### config.mk
export PLATFORM = sky130hd
export DESIGN_NAME = jtag_sync_receiver_flat
export DESIGN_NICKNAME = d
export VERILOG_FILES = /design/src/rtl/jtag_sync_receiver_if.sv /design/src/rtl/jtag_sync_receiver.sv /design/src/flat_wrapper.sv
export SDC_FILE = /design/constraint.sdc
export NUM_CORES = 1
export LEC_CHECK = 0
export ABC_AREA = 1
export CORE_ASPECT_RATIO = 1.25
export CORE_MARGIN = 8
export CORE_UTILIZATION = 34
export DETAILED_ROUTE_END_ITERATION = 10
export GPL_TIMING_DRIVEN = 0
export PLACE_DENSITY = 0.5
export SYNTH_ARGS = -nofsm -noshare
export SYNTH_HDL_FRONTEND = slang
export SYNTH_SLANG_ARGS = --single-unit
export TNS_END_PERCENT = 20
### constraint.sdc
create_clock -name clock -period 3.67 [get_ports clock]
set_input_delay 0.734 -clock clock [delete_from_list [all_inputs] [get_ports clock]]
set_output_delay 0.734 -clock clock [all_outputs]
set_load 0.005 [all_outputs]
### src/rtl/jtag_sync_receiver_if.sv
// ============================================================================
// Module      : jtag_sync_receiver_if
// Description : Bundle of data, request/acknowledge and FIFO output signals
//               between jtag_sync_receiver and its neighbours.
// Revision    : 1.0 - initial release
// ============================================================================
`default_nettype none

interface jtag_sync_receiver_if #(
  parameter int WIDTH = 32,
  parameter int DEPTH = 4
);
  logic [WIDTH-1:0]             syncData;
  logic                         syncToggle;
  logic                         ackToggle;
  logic [WIDTH-1:0]             dataOut;
  logic                         dataValid;
  logic                         dataReady;
  logic [$clog2(DEPTH+1)-1:0]   fifoCount;
  logic                         overflow;
  logic                         clearOverflow;

  modport master (
    output syncData, syncToggle, dataReady, clearOverflow,
    input  ackToggle, dataOut, dataValid, fifoCount, overflow
  );

  modport slave (
    input  syncData, syncToggle, dataReady, clearOverflow,
    output ackToggle, dataOut, dataValid, fifoCount, overflow
  );
endinterface

`default_nettype wire

### src/rtl/jtag_sync_receiver.sv
// ============================================================================
// Module      : jtag_sync_receiver
// Description : Captures a synchronized JTAG word once stable, queues it in a
//               show-ahead FIFO and returns an acknowledge toggle.
//               Optional macro JTAG_SYNC_RX_DROP_ON_FULL_EN: drop on full.
// Revision    : 1.0 - initial release
// ============================================================================
`default_nettype none

module jtag_sync_receiver #(
  parameter int WIDTH         = 32,
  parameter int DEPTH         = 4,
  parameter int STABLE_CYCLES = 2
) (
  input  wire logic            clock,
  input  wire logic            n_reset,
  jtag_sync_receiver_if.slave  bus
);

  localparam int C_AW   = $clog2(DEPTH);
  localparam int C_CW   = $clog2(DEPTH + 1);
  localparam int C_SW   = (STABLE_CYCLES > 1) ? $clog2(STABLE_CYCLES) : 1;
  localparam logic [C_SW-1:0] C_LAST = C_SW'(STABLE_CYCLES - 1);

  localparam logic [1:0] C_IDLE       = 2'd0;
  localparam logic [1:0] C_SETTLE     = 2'd1;
`ifndef JTAG_SYNC_RX_DROP_ON_FULL_EN
  localparam logic [1:0] C_WAIT_SPACE = 2'd2;
`endif

  logic [1:0]       r_state;
  logic [1:0]       w_next_state;
  logic             r_toggle_seen;
  logic [WIDTH-1:0] r_sample;
  logic [C_SW-1:0]  r_cnt;
  logic             r_ack;

  logic [WIDTH-1:0] r_mem [DEPTH];
  logic [C_AW-1:0]  r_wr_ptr;
  logic [C_AW-1:0]  r_rd_ptr;
  logic [C_AW-1:0]  w_rd_next;
  logic [C_CW-1:0]  r_count;
  logic [C_CW-1:0]  w_count_next;
  logic             r_valid;
  logic [WIDTH-1:0] r_dout;

  logic w_toggle_new, w_same, w_last, w_full, w_pop, w_space;
  logic w_take_req, w_load, w_inc, w_push, w_drop, w_ack_flip;

  assign w_toggle_new = bus.syncToggle != r_toggle_seen;
  assign w_same       = bus.syncData == r_sample;
  assign w_last       = r_cnt == C_LAST;
  assign w_full       = r_count == C_CW'(DEPTH);
  assign w_pop        = r_valid && bus.dataReady;
  // A pop on the same edge frees the slot the push needs.
  assign w_space      = !w_full || w_pop;
  assign w_rd_next    = r_rd_ptr + C_AW'(1);

  always_ff @(posedge clock or negedge n_reset) begin
    if (!n_reset) r_state <= C_IDLE;
    else          r_state <= w_next_state;
  end

  always_comb begin
    w_next_state = r_state;
    case (r_state)
      C_IDLE:   if (w_toggle_new) w_next_state = C_SETTLE;
      C_SETTLE: begin
        if (w_same && w_last) begin
`ifdef JTAG_SYNC_RX_DROP_ON_FULL_EN
          w_next_state = C_IDLE;
`else
          w_next_state = w_space ? C_IDLE : C_WAIT_SPACE;
`endif
        end
      end
`ifndef JTAG_SYNC_RX_DROP_ON_FULL_EN
      C_WAIT_SPACE: if (w_space) w_next_state = C_IDLE;
`endif
      default:  w_next_state = C_IDLE;
    endcase
  end

  always_comb begin
    w_take_req = 1'b0;
    w_load     = 1'b0;
    w_inc      = 1'b0;
    w_push     = 1'b0;
    w_drop     = 1'b0;
    w_ack_flip = 1'b0;
    case (r_state)
      C_IDLE: begin
        if (w_toggle_new) begin
          w_take_req = 1'b1;
          w_load     = 1'b1;
        end
      end
      C_SETTLE: begin
        if (!w_same) begin
          w_load = 1'b1;
        end else if (w_last) begin
          if (w_space) begin
            w_push     = 1'b1;
            w_ack_flip = 1'b1;
          end else begin
`ifdef JTAG_SYNC_RX_DROP_ON_FULL_EN
            w_drop     = 1'b1;
            w_ack_flip = 1'b1;
`endif
          end
        end else begin
          w_inc = 1'b1;
        end
      end
`ifndef JTAG_SYNC_RX_DROP_ON_FULL_EN
      C_WAIT_SPACE: begin
        if (w_space) begin
          w_push     = 1'b1;
          w_ack_flip = 1'b1;
        end
      end
`endif
      default: ;
    endcase
  end

  always_ff @(posedge clock or negedge n_reset) begin
    if (!n_reset) begin
      r_toggle_seen <= 1'b0;
      r_sample      <= '0;
      r_cnt         <= '0;
      r_ack         <= 1'b0;
    end else begin
      if (w_take_req) r_toggle_seen <= bus.syncToggle;
      if (w_load) begin
        r_sample <= bus.syncData;
        r_cnt    <= '0;
      end else if (w_inc) begin
        r_cnt <= r_cnt + C_SW'(1);
      end
      if (w_ack_flip) r_ack <= ~r_ack;
    end
  end

  always_comb begin
    w_count_next = r_count;
    case ({w_push, w_pop})
      2'b10:   w_count_next = r_count + C_CW'(1);
      2'b01:   w_count_next = r_count - C_CW'(1);
      default: w_count_next = r_count;
    endcase
  end

  always_ff @(posedge clock) begin
    if (w_push) r_mem[r_wr_ptr] <= r_sample;
  end

  always_ff @(posedge clock or negedge n_reset) begin
    if (!n_reset) begin
      r_wr_ptr <= '0;
      r_rd_ptr <= '0;
      r_count  <= '0;
      r_valid  <= 1'b0;
      r_dout   <= '0;
    end else begin
      if (w_push) r_wr_ptr <= r_wr_ptr + C_AW'(1);
      if (w_pop)  r_rd_ptr <= w_rd_next;
      r_count <= w_count_next;
      r_valid <= w_count_next != '0;
      // Head register: the pushed word becomes head when the FIFO is (or is
      // about to be) empty, otherwise the next stored word follows a pop.
      if (w_push && (r_count == '0 || (r_count == C_CW'(1) && w_pop)))
        r_dout <= r_sample;
      else if (w_pop && r_count > C_CW'(1))
        r_dout <= r_mem[w_rd_next];
    end
  end

`ifdef JTAG_SYNC_RX_DROP_ON_FULL_EN
  logic r_overflow;
  always_ff @(posedge clock or negedge n_reset) begin
    if (!n_reset)               r_overflow <= 1'b0;
    else if (w_drop)            r_overflow <= 1'b1;
    else if (bus.clearOverflow) r_overflow <= 1'b0;
  end
  assign bus.overflow = r_overflow;
`else
  logic w_unused_clr;
  assign w_unused_clr = bus.clearOverflow | w_drop;
  assign bus.overflow = 1'b0;
`endif

  assign bus.ackToggle = r_ack;
  assign bus.dataOut   = r_dout;
  assign bus.dataValid = r_valid;
  assign bus.fifoCount = r_count;

endmodule

`default_nettype wire

### src/flat_wrapper.sv
// flat-port wrapper written by rule: the top's interface ports become plain ports
module jtag_sync_receiver_flat 
#(
  parameter int WIDTH         = 32,
  parameter int DEPTH         = 4,
  parameter int STABLE_CYCLES = 2
)
  (clock, n_reset, bus_syncData, bus_syncToggle, bus_dataReady, bus_clearOverflow, bus_ackToggle, bus_dataOut, bus_dataValid, bus_fifoCount, bus_overflow);
  jtag_sync_receiver_if #(.WIDTH(WIDTH), .DEPTH(DEPTH)) bus_i ();
  input  wire logic clock;
  input  wire logic n_reset;
  input wire logic [$bits(bus_i.syncData)-1:0] bus_syncData;
  input wire logic [$bits(bus_i.syncToggle)-1:0] bus_syncToggle;
  input wire logic [$bits(bus_i.dataReady)-1:0] bus_dataReady;
  input wire logic [$bits(bus_i.clearOverflow)-1:0] bus_clearOverflow;
  output wire logic [$bits(bus_i.ackToggle)-1:0] bus_ackToggle;
  output wire logic [$bits(bus_i.dataOut)-1:0] bus_dataOut;
  output wire logic [$bits(bus_i.dataValid)-1:0] bus_dataValid;
  output wire logic [$bits(bus_i.fifoCount)-1:0] bus_fifoCount;
  output wire logic [$bits(bus_i.overflow)-1:0] bus_overflow;
  assign bus_i.syncData = bus_syncData;
  assign bus_i.syncToggle = bus_syncToggle;
  assign bus_i.dataReady = bus_dataReady;
  assign bus_i.clearOverflow = bus_clearOverflow;
  assign bus_ackToggle = bus_i.ackToggle;
  assign bus_dataOut = bus_i.dataOut;
  assign bus_dataValid = bus_i.dataValid;
  assign bus_fifoCount = bus_i.fifoCount;
  assign bus_overflow = bus_i.overflow;
  jtag_sync_receiver #(.WIDTH(WIDTH), .DEPTH(DEPTH), .STABLE_CYCLES(STABLE_CYCLES)) u_core (.clock(clock), .n_reset(n_reset), .bus(bus_i));
endmodule
---- Word level (Yosys, flattened, before mapping) ----
Memory sizes are Yosys's and may differ from the RTL's.
Cells that the tools add are included.
storage, ports and cells
  bits in registers ....................... 77
  word-level logic and storage cells ...... 66
  memories kept ........................... 1
  memory bits (writable) .................. 128
cells by class
  reductions and logical operators ........ 14
  bitwise logic cells ..................... 1
  magnitude comparators ................... 1
  $add $sub $neg .......................... 5
  equality and inequality tests ........... 11
  multiplexer cells ....................... 23
memory list
  name          words  bits a word  rd ports  clocked after Yosys merged registers in  wr ports  line                      RTL
  u_core.r_mem  4      32           1         0                                        1         jtag_sync_receiver.sv:38  logic [WIDTH-1:0] r_mem [DEPTH];
operator list
  kind                 number
  $mux 32              2
  $eq 32x32->1         1
  $mux 1               13
  $mux 2               4
  $ne 2x1->1 const B   3
  $pmux 2 s3           1
  $pmux 3 s2           1
  $logic_and 1x1->1    5
  $add 2x1->2 const B  2
  $eq 2x1->1 const B   2
  $eq 2x2->1 const B   2
  $pmux 1 s2           2
  $reduce_bool 2->1    2
  $add 3x1->3 const B  1
  $eq 3x1->1 const B   1
  $eq 3x3->1 const B   1
  $gt 3x1->1 const B   1
  $logic_not 3->1      1
  $reduce_and 3->1     1
  $reduce_bool 3->1    1
  $sub 3x1->3 const B  1
  $logic_not 2->1      1
  $logic_or 1x1->1     2
  $add 1x1->1 const B  1
  3 further kinds      3

---- Logic depth before layout (Yosys ltp) ----
Gate-level depths: netlist of run 1.
  depth in word-level cells ............... 10
  mapped depth ............................ 17

---- Least setup slack after synthesis of run 1 ----
No wires, ideal clock.
  path kind ............................... input -> register
  start ................................... in bus_syncData[19]
  end ..................................... mem u_core.r_mem[0][0], enable pin
  slack ................................... 0.330 ns
  arrival ................................. 2.918 ns
  stages .................................. 11
  path through ............................ inv_1 > nand2_1 > nand2_1 > nand2_1 > nor2_1 > nand2_1 > nor2_1 > nand4_1 > nand2_2 > nand2_2 > nor2_1
between the ends
  word-level cells in the longest chain between the ends .. 5
ends and longest elaborated chain
  item                          line                       RTL
  from (decl)                   flat_wrapper.sv:12         input wire logic [$bits(bus_i.syncData)-1:0] bus_syncData;
  $eq 32x32->1                  jtag_sync_receiver.sv:51   assign w_same = bus.syncData == r_sample;
  $mux 1                        jtag_sync_receiver.sv:99   if (!w_same) begin
  $pmux 1 s2                    jtag_sync_receiver.sv:91   case (r_state)
  $mux 1                        jtag_sync_receiver.sv:155  if (w_push) r_mem[r_wr_ptr] <= r_sample;
  $mux 1 (implied by the code)  jtag_sync_receiver.sv:155
  to (decl)                     jtag_sync_receiver.sv:38
No other way between the ends.

---- Worst setup path after layout of run 1 ----
  start ................................... in bus_syncData[15]
  end ..................................... reg u_core.r_valid (netlist: u_core.bus.dataValid)
between the ends
  word-level cells in the longest chain between the ends .. 6
ends and longest elaborated chain
  item                                             line                       RTL
  $eq 32x32->1 (*)                                 jtag_sync_receiver.sv:51
  $mux 1 (*)                                       jtag_sync_receiver.sv:99
  $pmux 1 s2 (*)                                   jtag_sync_receiver.sv:91
  $eq 2x1->1 / $eq 2x2->1 (equally long branches)  jtag_sync_receiver.sv:147  case ({w_push, w_pop})
  $pmux 3 s2 (*)                                   jtag_sync_receiver.sv:147
  net u_core.w_count_next[0]                       jtag_sync_receiver.sv:43   logic [C_CW-1:0] w_count_next;
  $reduce_bool 3->1 (*)                            jtag_sync_receiver.sv:169  r_valid <= w_count_next != '0;
  to (signal assigned)                             jtag_sync_receiver.sv:163  r_valid <= 1'b0;
  to (signal assigned)                             jtag_sync_receiver.sv:169
  to (decl)                                        jtag_sync_receiver.sv:44   logic r_valid;
The timed path passes the listed nets; every way through them passes the cells marked *.
A chain may end at the register's enable or synchronous reset.

==> run summary, run 1 <==
Root Driver: clkbuf_16
Die height: 199.4 um
Worst Hold Class: primary input to asynchronous set/reset pin
Mean post-synth cell area: 10.70 um2
WL/cell: 19.82 um
Synth area leader: edfxtp_1
Clock buffer depth: 3
CTS tree: built
WS Path Type: primary input to flop
Wire length on met1: 11660 um
CORE AREA: 0.02666 mm2
Synth Area in Adders: 1.778%
Post-route worst setup slack: 304.7 ps
Vias in the first global route: 6763
Worst vdd ir: 347.6 uV
Net count after synthesis: 905
Post-synth EDFFs: 128
Area share of the largest cell type after synthesis: 42.01%
Kind of start point of the critical path: primary input
Crit path max-delay cell type: clkdlybuf4s50_1
Most frequent cells after synthesis: nand2_1 (227), edfxtp_1 (128), nand3_1 (97)
I/O Buffers: 72
Diode count: 0
First-pass GRT wire length: 40130 um
Routability cong.: 0.7726
Final Skew: 10.84 ps
Fmax: 297.1 MHz
Max_cap viols: 0
Top routing layer in use: met4
Final setup TNS: 0 ps
Sinks on Clock Net: 205
Crit path largest cell delay: 450 ps
Clk_lat worst skew: 500 ps
Routed length on met3: 1341 um
Mux cell area share after synthesis: 3.501%
DP HPWL: 17540 um
Crit path DAT: 3740 ps
DIE AREA: 0.03245 mm2
Crit path required time: 4040 ps
FFs w/ async S/R, synth: 37.56%
Layout area overhead: 22.19%
H-tree depth: 1
Drt via density: 4.943
Largest family of logic cells by synthesized area: simple AND/OR/NAND/NOR gates
CTS Buf Count: 22
Final Util: 41.94%
Pwr Total: 0.007541 W
Routed WL: 26100 um
Drt drc: 0
Final period util: 91.70%
Post-CTS Setup Inserts: 0
Top-count cell post-synth: nand2_1
Synth Area in Simple Gates: 18.31%
Dpl ws: -269.3 ps
Worst-path fanout max: 8
Worst-Margin Slew: 814.2 ps
Seq cells post-synth: 205
CTS hold repair buffers: 0
Leakage: 4.610 nW
Initial DRC Count: 434
Min Tclk post-route: 3365 ps
Total GRT Usage: 16.24%
# IOs: 75
Placed cell area: 0.01046 mm2
XOR/XNOR Fraction of Synth Area: 2.584%
Starting density of the core: 34.32%
Largest net degree at the start of global routing: 57
Worst Setup End Kind: flop
YS warnings: 0
RSZ-0062 raised after global routing: false
Top post-synthesis cells by area: edfxtp_1 (42%), dfrtp_1 (21%), nand2_1 (9.3%), nand3_1 (5.3%), mux2i_1 (3.5%)
CP cell instances: clkdlybuf4s50_1, xnor2_1, nand2_1, nor2_1, nand2_1, nor2_2, nand4_1, nand2_2, nand2_2, ha_1, inv_1, o211ai_1, o21ai_0, or3_1
Die W: 162.7 um
Status: complete, no violations
Routed Antenna Nets: 0
Power per standard cell area: 674.5 mW/mm2
Setup Viol. Count Final: 0
Final #Nets: 1006
WL met2: 12500 um
Slew headroom: 45.72%
TritonRoute pass-1 iters: 4
Cells after synthesis: 855
Vias: 6510
Fillers: 2579
Area fraction in compound gates after synthesis: 5.251%
Resize count post-CTS: 0
Endpoints failing hold: 0
Synth unique cells: 31
Post-route cell area: 0.01118 mm2
Gr ovfl total: 0
Fin. max-slew vios: 0
Top_reg_cell synth: edfxtp_1
Share of post-route cells with drive strength above 1: 8.539%
Syn Std Cell Area: 0.009150 mm2
Post-synthesis sequential area ratio: 63.07%
Core Rows: 67
Worst-path clk slew: 60 ps
Initial antenna violation count: 0
==> cell type report <==
type                            count  area [um2]  share of cell area [%]
Clock buffer                       34       666.9                   5.965
Timing Repair Buffer               77       848.3                   7.587
Multi-Input combinational cell    533        2909                   26.02
Clock inverter                      6       53.80                  0.4812
Buffer                             49       245.2                   2.193
Tap cell                          345       431.7                   3.861
Inverter                           68       255.2                   2.283
Sequential cell                   205        5771                   51.61
==> where the power goes <==
group	total [W]	internal (W)	switching [W]
clock	0.00219	0.00132	0.000874
sequential	0.00283	0.00267	0.000156
combinational	0.00252	0.000963	0.00156
total	0.00754	0.00495	0.00259
==> state kept, by name (all words and copies together) (netlist names), 2 cells and up <==
signal,cells
u_core.r_sample,32
u_core.r_rd_ptr,2
u_core.bus.dataOut,32
u_core.bus.fifoCount,3
u_core.r_mem,128
u_core.r_wr_ptr,2
u_core.r_state,2
==> worst paths after layout <==
path	start	to	slack, ps	cells past startpoint
hold / removal	n_reset	u_core.r_state[0]$_DFFE_PN0P_	140	1
setup reg to reg	u_core.r_sample[15]$_DFFE_PN0P_	u_core.bus.dataValid$_DFF_PN0_	550	13
max in group asynchronous	n_reset	u_core.r_sample[11]$_DFFE_PN0P_	2900	2
setup / recovery	bus_syncData[15]	u_core.bus.dataValid$_DFF_PN0_	300	14
min in group clock	u_core.bus.ackToggle$_DFFE_PN0P_	u_core.bus.ackToggle$_DFFE_PN0P_	480	1
hold reg to reg	u_core.bus.ackToggle$_DFFE_PN0P_	u_core.bus.ackToggle$_DFFE_PN0P_	480	1
==> routing by layer <==
| layer | GRT usage [%] | up-vias |
|---|---|---|
| met5 | 0 | - |
| met4 | 4.765 | 0 |
| met3 | 2.741 | 34 |
| met2 | 27.23 | 174 |
| met1 | 21.21 | 3172 |
| li1 | - | 3130 |
==> cell usage in the layout, fill, tap and decap left out, types with 5 or more instances in the layout <==
master	n
clkdlybuf4s50_1	71
o211ai_1	34
nand2_1	227
o21ai_1	11
clkbuf_1	29
xnor2_1	25
nand4_1	33
inv_1	57
mux2i_1	32
buf_4	7
clkbuf_16	23
nor2_1	11
dfrtp_1	77
clkbuf_8	5
buf_2	12
ha_1	13
inv_2	11
o21ai_0	30
edfxtp_1	128
nand3_1	97
==> metrics by stage <==
stage,cells,hold slack [ps]
after floorplan,855,438.4
after global placement,1272,464.7
after detailed placement,1277,465.5
after CTS,1317,145.3
after global routing,1317,155.5
final,1317,145.0
==> critical path: cells and delay by family <==
kind            cells  cell delay (ps)
compound gates      2              240
xor+xnor            1              300
fa+ha+maj           1              380
buf+inv             2              540
simple gates        8             1530
==> cells by family after synthesis <==
family	after synthesis
and+or+nand+nor	382
DFF	205
buffers and inverters	117
AOI/OAI and AO/OA	78
muxes	32
xor gates and xnor gates	27
adders and majority gates	13
other	1
Power figures use the tool's default switching activity.
==> inputs of run 2 (changes only) <==
Settings changed: CORE_MARGIN 8 to unset, SKIP_CTS_REPAIR_TIMING set to 1.
==> run 2 against run 1 <==
- clock-buffer cell count is 1 higher
- via count is 0.94% higher
- combinational power hardly changed
- wire length is 1.5% lower
- critical endpoint unchanged
- largest power group unchanged
==> run summary, run 2 (synthesis results as in run 1) <==
Status: complete, no violations
Post-route worst setup slack: 375.7 ps
Vias in the first global route: 6537
Drt drc: 0
Placed cell area: 0.01043 mm2
WL/cell: 19.56 um
Share of post-route cells with drive strength above 1: 8.316%
H-tree depth: 1
Final Skew: 23.90 ps
Drt via density: 5.001
Endpoints failing hold: 0
# IOs: 75
Power per standard cell area: 677.7 mW/mm2
Clk_lat worst skew: 530 ps
Slew headroom: 41.58%
Die W: 148.7 um
Core Rows: 66
Biggest register: u_core.r_mem
Leakage: 4.592 nW
Final Util: 42.45%
Worst-Margin Slew: 876.4 ps
Routed Antenna Nets: 0
Root Driver: clkbuf_16
CTS tree: built
Reg-to-reg startpoint: u_core.r_sample[15]$_DFFE_PN0P_
Post-route cell area: 0.01115 mm2
TritonRoute pass-1 iters: 6
CP startpoint: bus_syncData[8]
Diode count: 0
First-pass GRT wire length: 39090 um
Initial antenna violation count: 0
Die height: 185.4 um
Fin. max-slew vios: 0
DP HPWL: 17100 um
Total GRT Usage: 19.20%
CORE AREA: 0.02626 mm2
RSZ-0062 raised after global routing: false
Worst Hold Class: primary input to asynchronous set/reset pin
Worst vdd ir: 341.9 uV
Layout area overhead: 21.82%
Crit path required time: 4060 ps
Max reg flops: 128
Max_cap viols: 0
Dpl ws: -196.5 ps
Fmax: 303.6 MHz
Worst-path clk slew: 60 ps
Crit path DAT: 3680 ps
CTS Buf Count: 23
Initial DRC Count: 454
Routability cong.: 0.7843
Worst Setup End Kind: flop
Min Tclk post-route: 3294 ps
WS Path Type: primary input to flop
Vias: 6571
Gr ovfl total: 0
Final period util: 89.76%
Largest net degree at the start of global routing: 51
Kind of start point of the critical path: primary input
DIE AREA: 0.02758 mm2
I/O Buffers: 72
Sinks on Clock Net: 205
Most frequent cells in the layout: nand2_1 (227), edfxtp_1 (128), nand3_1 (97)
WHS: 141.0 ps
Clock buffer depth: 3
Worst-path fanout max: 8
Most common library cell in the layout ignoring fill and taps: nand2_1
Setup Viol. Count Final: 0
Routed WL: 25710 um
Starting density of the core: 34.84%
Final #Nets: 1007
[run 2: changes by cell type in the layout (fill, tap and decap cells not counted), sizes merged]
cell | previous run | this run
clkbuf | 58 | 59
clkinv | 5 | 4
inv | 68 | 70
[run 2: metal layers]
metal / track usage [%] / up-vias / wire, um
met4: 6.612 / 0 / 675
met2: 32.50 / 198 / 12450
li1: - / 3142 / -
met5: 0 / - / 0
met1: 25.28 / 3189 / 11280
met3: 2.389 / 42 / 1307
[run 2: cell type report]
class | instances | area, um2
fillers | 2583 | 15110
flip-flops and latches | 205 | 5771
multi-input cells | 533 | 2909
repair buffers | 77 | 825.8
clock buffers | 35 | 650.6
well taps | 340 | 425.4
inverters | 68 | 255.2
plain buffers | 49 | 245.2
clock inverters | 7 | 65.06
[run 2: metrics by stage]
step	total power, W	TNS (ps)	cells
global route	0.007951	0	1314
finish	0.007554	0	1314
CTS	0.007630	0	1314
global placement	0.005374	-374690	1267
detailed placement	0.005391	-1607	1272
floorplan	0.004266	0	855
[run 2: report_power, final]
part | leakage, nW | internal (W) | switching (W)
logic | 2.17 | 0.000962 | 0.00154
clock network | 0.350 | 0.00129 | 0.000927
registers | 2.07 | 0.00267 | 0.000156
[run 2: final timing paths]
path / to / slack, ps / depth (start not counted)
min in group clock: u_core.bus.ackToggle$_DFFE_PN0P_ / 480 / 1
max in group asynchronous: u_core.bus.dataOut[11]$_DFFE_PN0P_ / 2900 / 2
min: u_core.bus.dataOut[22]$_DFFE_PN0P_ / 140 / 1
max: u_core.bus.dataValid$_DFF_PN0_ / 380 / 14
max reg2reg: u_core.bus.dataValid$_DFF_PN0_ / 600 / 13
min reg2reg: u_core.bus.ackToggle$_DFFE_PN0P_ / 480 / 1
[run 2: worst max-delay path, stage by stage]
cell	delay [ps]
clkdlybuf4s50_1	470
xnor2_1	300
nand2_1	100
nor2_1	120
nand2_1	110
nor2_2	170
nand4_1	110
nand2_2	230
nand2_2	260
ha_1	380
inv_1	90
o211ai_1	110
o21ai_0	150
or3_1	360
==> inputs of run 3 (changes only) <==
Settings changed: ABC_AREA 1 to unset, HOLD_SLACK_MARGIN set to 0.02, PLACE_DENSITY 0.5 to 0.51.
==> run 3 against run 2 <==
- non-clock buffer count is 29 lower
- largest power group unchanged
- clock power is 3% lower
- flip-flop and latch count stayed put
- combinational power is 4% higher
- power is 10% higher
- worst setup slack worse by 190 ps
- utilization hardly changed
- synthesized cell count is 45% lower
==> run summary, run 3 <==
Net count after synthesis: 521
Share of post-route cells with drive strength above 1: 32.08%
WL/cell: 20.32 um
Area share of the largest cell type after synthesis: 44.08%
Final Util: 42.48%
Endpoints failing hold: 0
Max_cap viols: 0
Worst-path clk slew: 60 ps
Layout area overhead: 22.82%
FFs w/ async S/R, synth: 37.56%
I/O Buffers: 72
Dpl ws: -884.9 ps
Clock buffer depth: 3
Cells after synthesis: 471
Top_reg_cell synth: edfxtp_1
Total GRT Usage: 14.62%
DIE AREA: 0.02629 mm2
# IOs: 75
DP HPWL: 12360 um
CTS tree: built
Sinks on Clock Net: 205
Post-synth EDFFs: 128
CTS Buf Count: 21
Syn Std Cell Area: 0.008720 mm2
TritonRoute pass-1 iters: 4
Diode count: 0
RSZ-0062 raised after global routing: false
Routability cong.: 0.6907
Drt via density: 4.730
Pwr Total: 0.008308 W
Leakage: 3.927 nW
Mean post-synth cell area: 18.51 um2
Max reg flops: 128
WS Path Type: primary input to flop
Seq cells post-synth: 205
Initial DRC Count: 156
Wire length on met1: 7643 um
Vias in the first global route: 4815
Top routing layer in use: met4
Initial antenna violation count: 0
Routed Antenna Nets: 0
Crit path required time: 4040 ps
WL met2: 9913 um
Worst Hold Class: primary input to asynchronous set/reset pin
Most frequent cells in the layout: edfxtp_1 (128), dfrtp_1 (77), clkdlybuf4s50_1 (71)
Fin. max-slew vios: 0
Kind of start point of the critical path: primary input
Most frequent cells after synthesis: edfxtp_1 (128), dfrtp_1 (77), mux2_2 (64)
Core Rows: 65
CORE AREA: 0.02521 mm2
Worst-Margin Slew: 802.2 ps
Final period util: 94.90%
Starting density of the core: 34.59%
Worst-path fanout max: 9
Top-count cell post-synth: edfxtp_1
Crit path DAT: 3850 ps
Final #Nets: 622
Slew headroom: 46.52%
Drt drc: 0
YS warnings: 0
Largest net degree at the start of global routing: 41
Vias: 4356
Synth unique cells: 41
Gr ovfl total: 0
Root Driver: clkbuf_16
Final Skew: 12.91 ps
Die height: 181.0 um
Clk_lat worst skew: 500 ps
Biggest register: u_core.r_mem
Top post-synthesis cells by area: edfxtp_1 (44%), dfrtp_1 (22%), mux2_2 (8.3%), mux4_2 (8.3%), mux2_4 (5.2%)
H-tree depth: 1
Min Tclk post-route: 3483 ps
Final setup TNS: 0 ps
Post-synthesis sequential area ratio: 66.18%
Power per standard cell area: 775.8 mW/mm2
Most common library cell in the layout ignoring fill and taps: edfxtp_1
Fmax: 287.1 MHz
Routed WL: 18710 um
Worst Setup End Kind: flop
Routed length on met3: 719 um
Post-route worst setup slack: 187.3 ps
Setup Viol. Count Final: 0
Status: complete, no violations
First-pass GRT wire length: 28770 um
Die W: 145.2 um
Fillers: 2290
Synth area leader: edfxtp_1
Worst vdd ir: 351.9 uV
-- run 3: final timing paths --
path | endpoint | slack (ps) | startpoint | cells after the start
min in group clock | u_core.bus.ackToggle$_DFFE_PN0P_ | 480 | u_core.bus.ackToggle$_DFFE_PN0P_ | 1
min | u_core.bus.ackToggle$_DFFE_PN0P_ | 250 | n_reset | 1
max in group asynchronous | u_core.r_sample[26]$_DFFE_PN0P_ | 2780 | n_reset | 2
max | u_core.bus.dataValid$_DFF_PN0_ | 190 | bus_syncData[4] | 14
min reg2reg | u_core.bus.ackToggle$_DFFE_PN0P_ | 480 | u_core.bus.ackToggle$_DFFE_PN0P_ | 1
max reg2reg | u_core.bus.dataValid$_DFF_PN0_ | 380 | u_core.r_sample[21]$_DFFE_PN0P_ | 12
-- run 3: area by class of cell --
| type | count | area, um2 | share of cell area (%) |
|---|---|---|---|
| plain buffers | 19 | 135.1 | 1.262 |
| inverters | 14 | 52.55 | 0.4907 |
| flip-flops and latches | 205 | 5771 | 53.88 |
| clock inverters | 14 | 143.9 | 1.344 |
| repair buffers | 78 | 833.3 | 7.781 |
| clock buffers | 23 | 543.0 | 5.071 |
| well taps | 335 | 419.2 | 3.914 |
| multi-input cells | 233 | 2811 | 26.25 |
-- run 3: metal layers --
layer | vias to the layer above | global-route usage (%)
met4 | 0 | 5.011
met3 | 27 | 1.919
met5 | - | 0
met1 | 2244 | 17.76
li1 | 1999 | -
met2 | 86 | 26.60
-- run 3: critical path, stage by stage --
cell and delay (ps):
clkdlybuf4s50_1 460, xor2_1 180, nor4_2 410, nand4_1 130, buf_4 180, nor4_4 260, o211a_1 180, buf_4 170
inv_1 60, ha_1 310, inv_1 90, o211ai_1 120, o21ai_0 150, or3_1 400
-- run 3: report_power, final --
group          total [W]  switching (W)  internal, W
registers        0.00357       0.000485      0.00308
clock network    0.00215       0.000876      0.00128
logic            0.00259        0.00103      0.00156
total            0.00831        0.00239      0.00592
-- run 3: stage by stage --
step           hold slack [ps]  area, um2  std cells
6_report                 250.3      10710        921
4_1_cts                  264.0      10660        920
5_1_grt                  282.7      10710        921
3_3_place_gp             463.9       9859        878
3_5_place_dp             470.2       9970        883
2_1_floorplan            438.4       8720        471
-- run 3: logic make-up after synthesis --
group | Yosys count | synth area share, %
compound gates | 20 | 1.636
xor+xnor | 37 | 3.717
fa+ha+maj | 13 | 1.865
buf+inv | 33 | 2.152
flops | 205 | 66.18
mux | 132 | 22.44
other cells | 1 | 0.04301
simple gates | 30 | 1.966
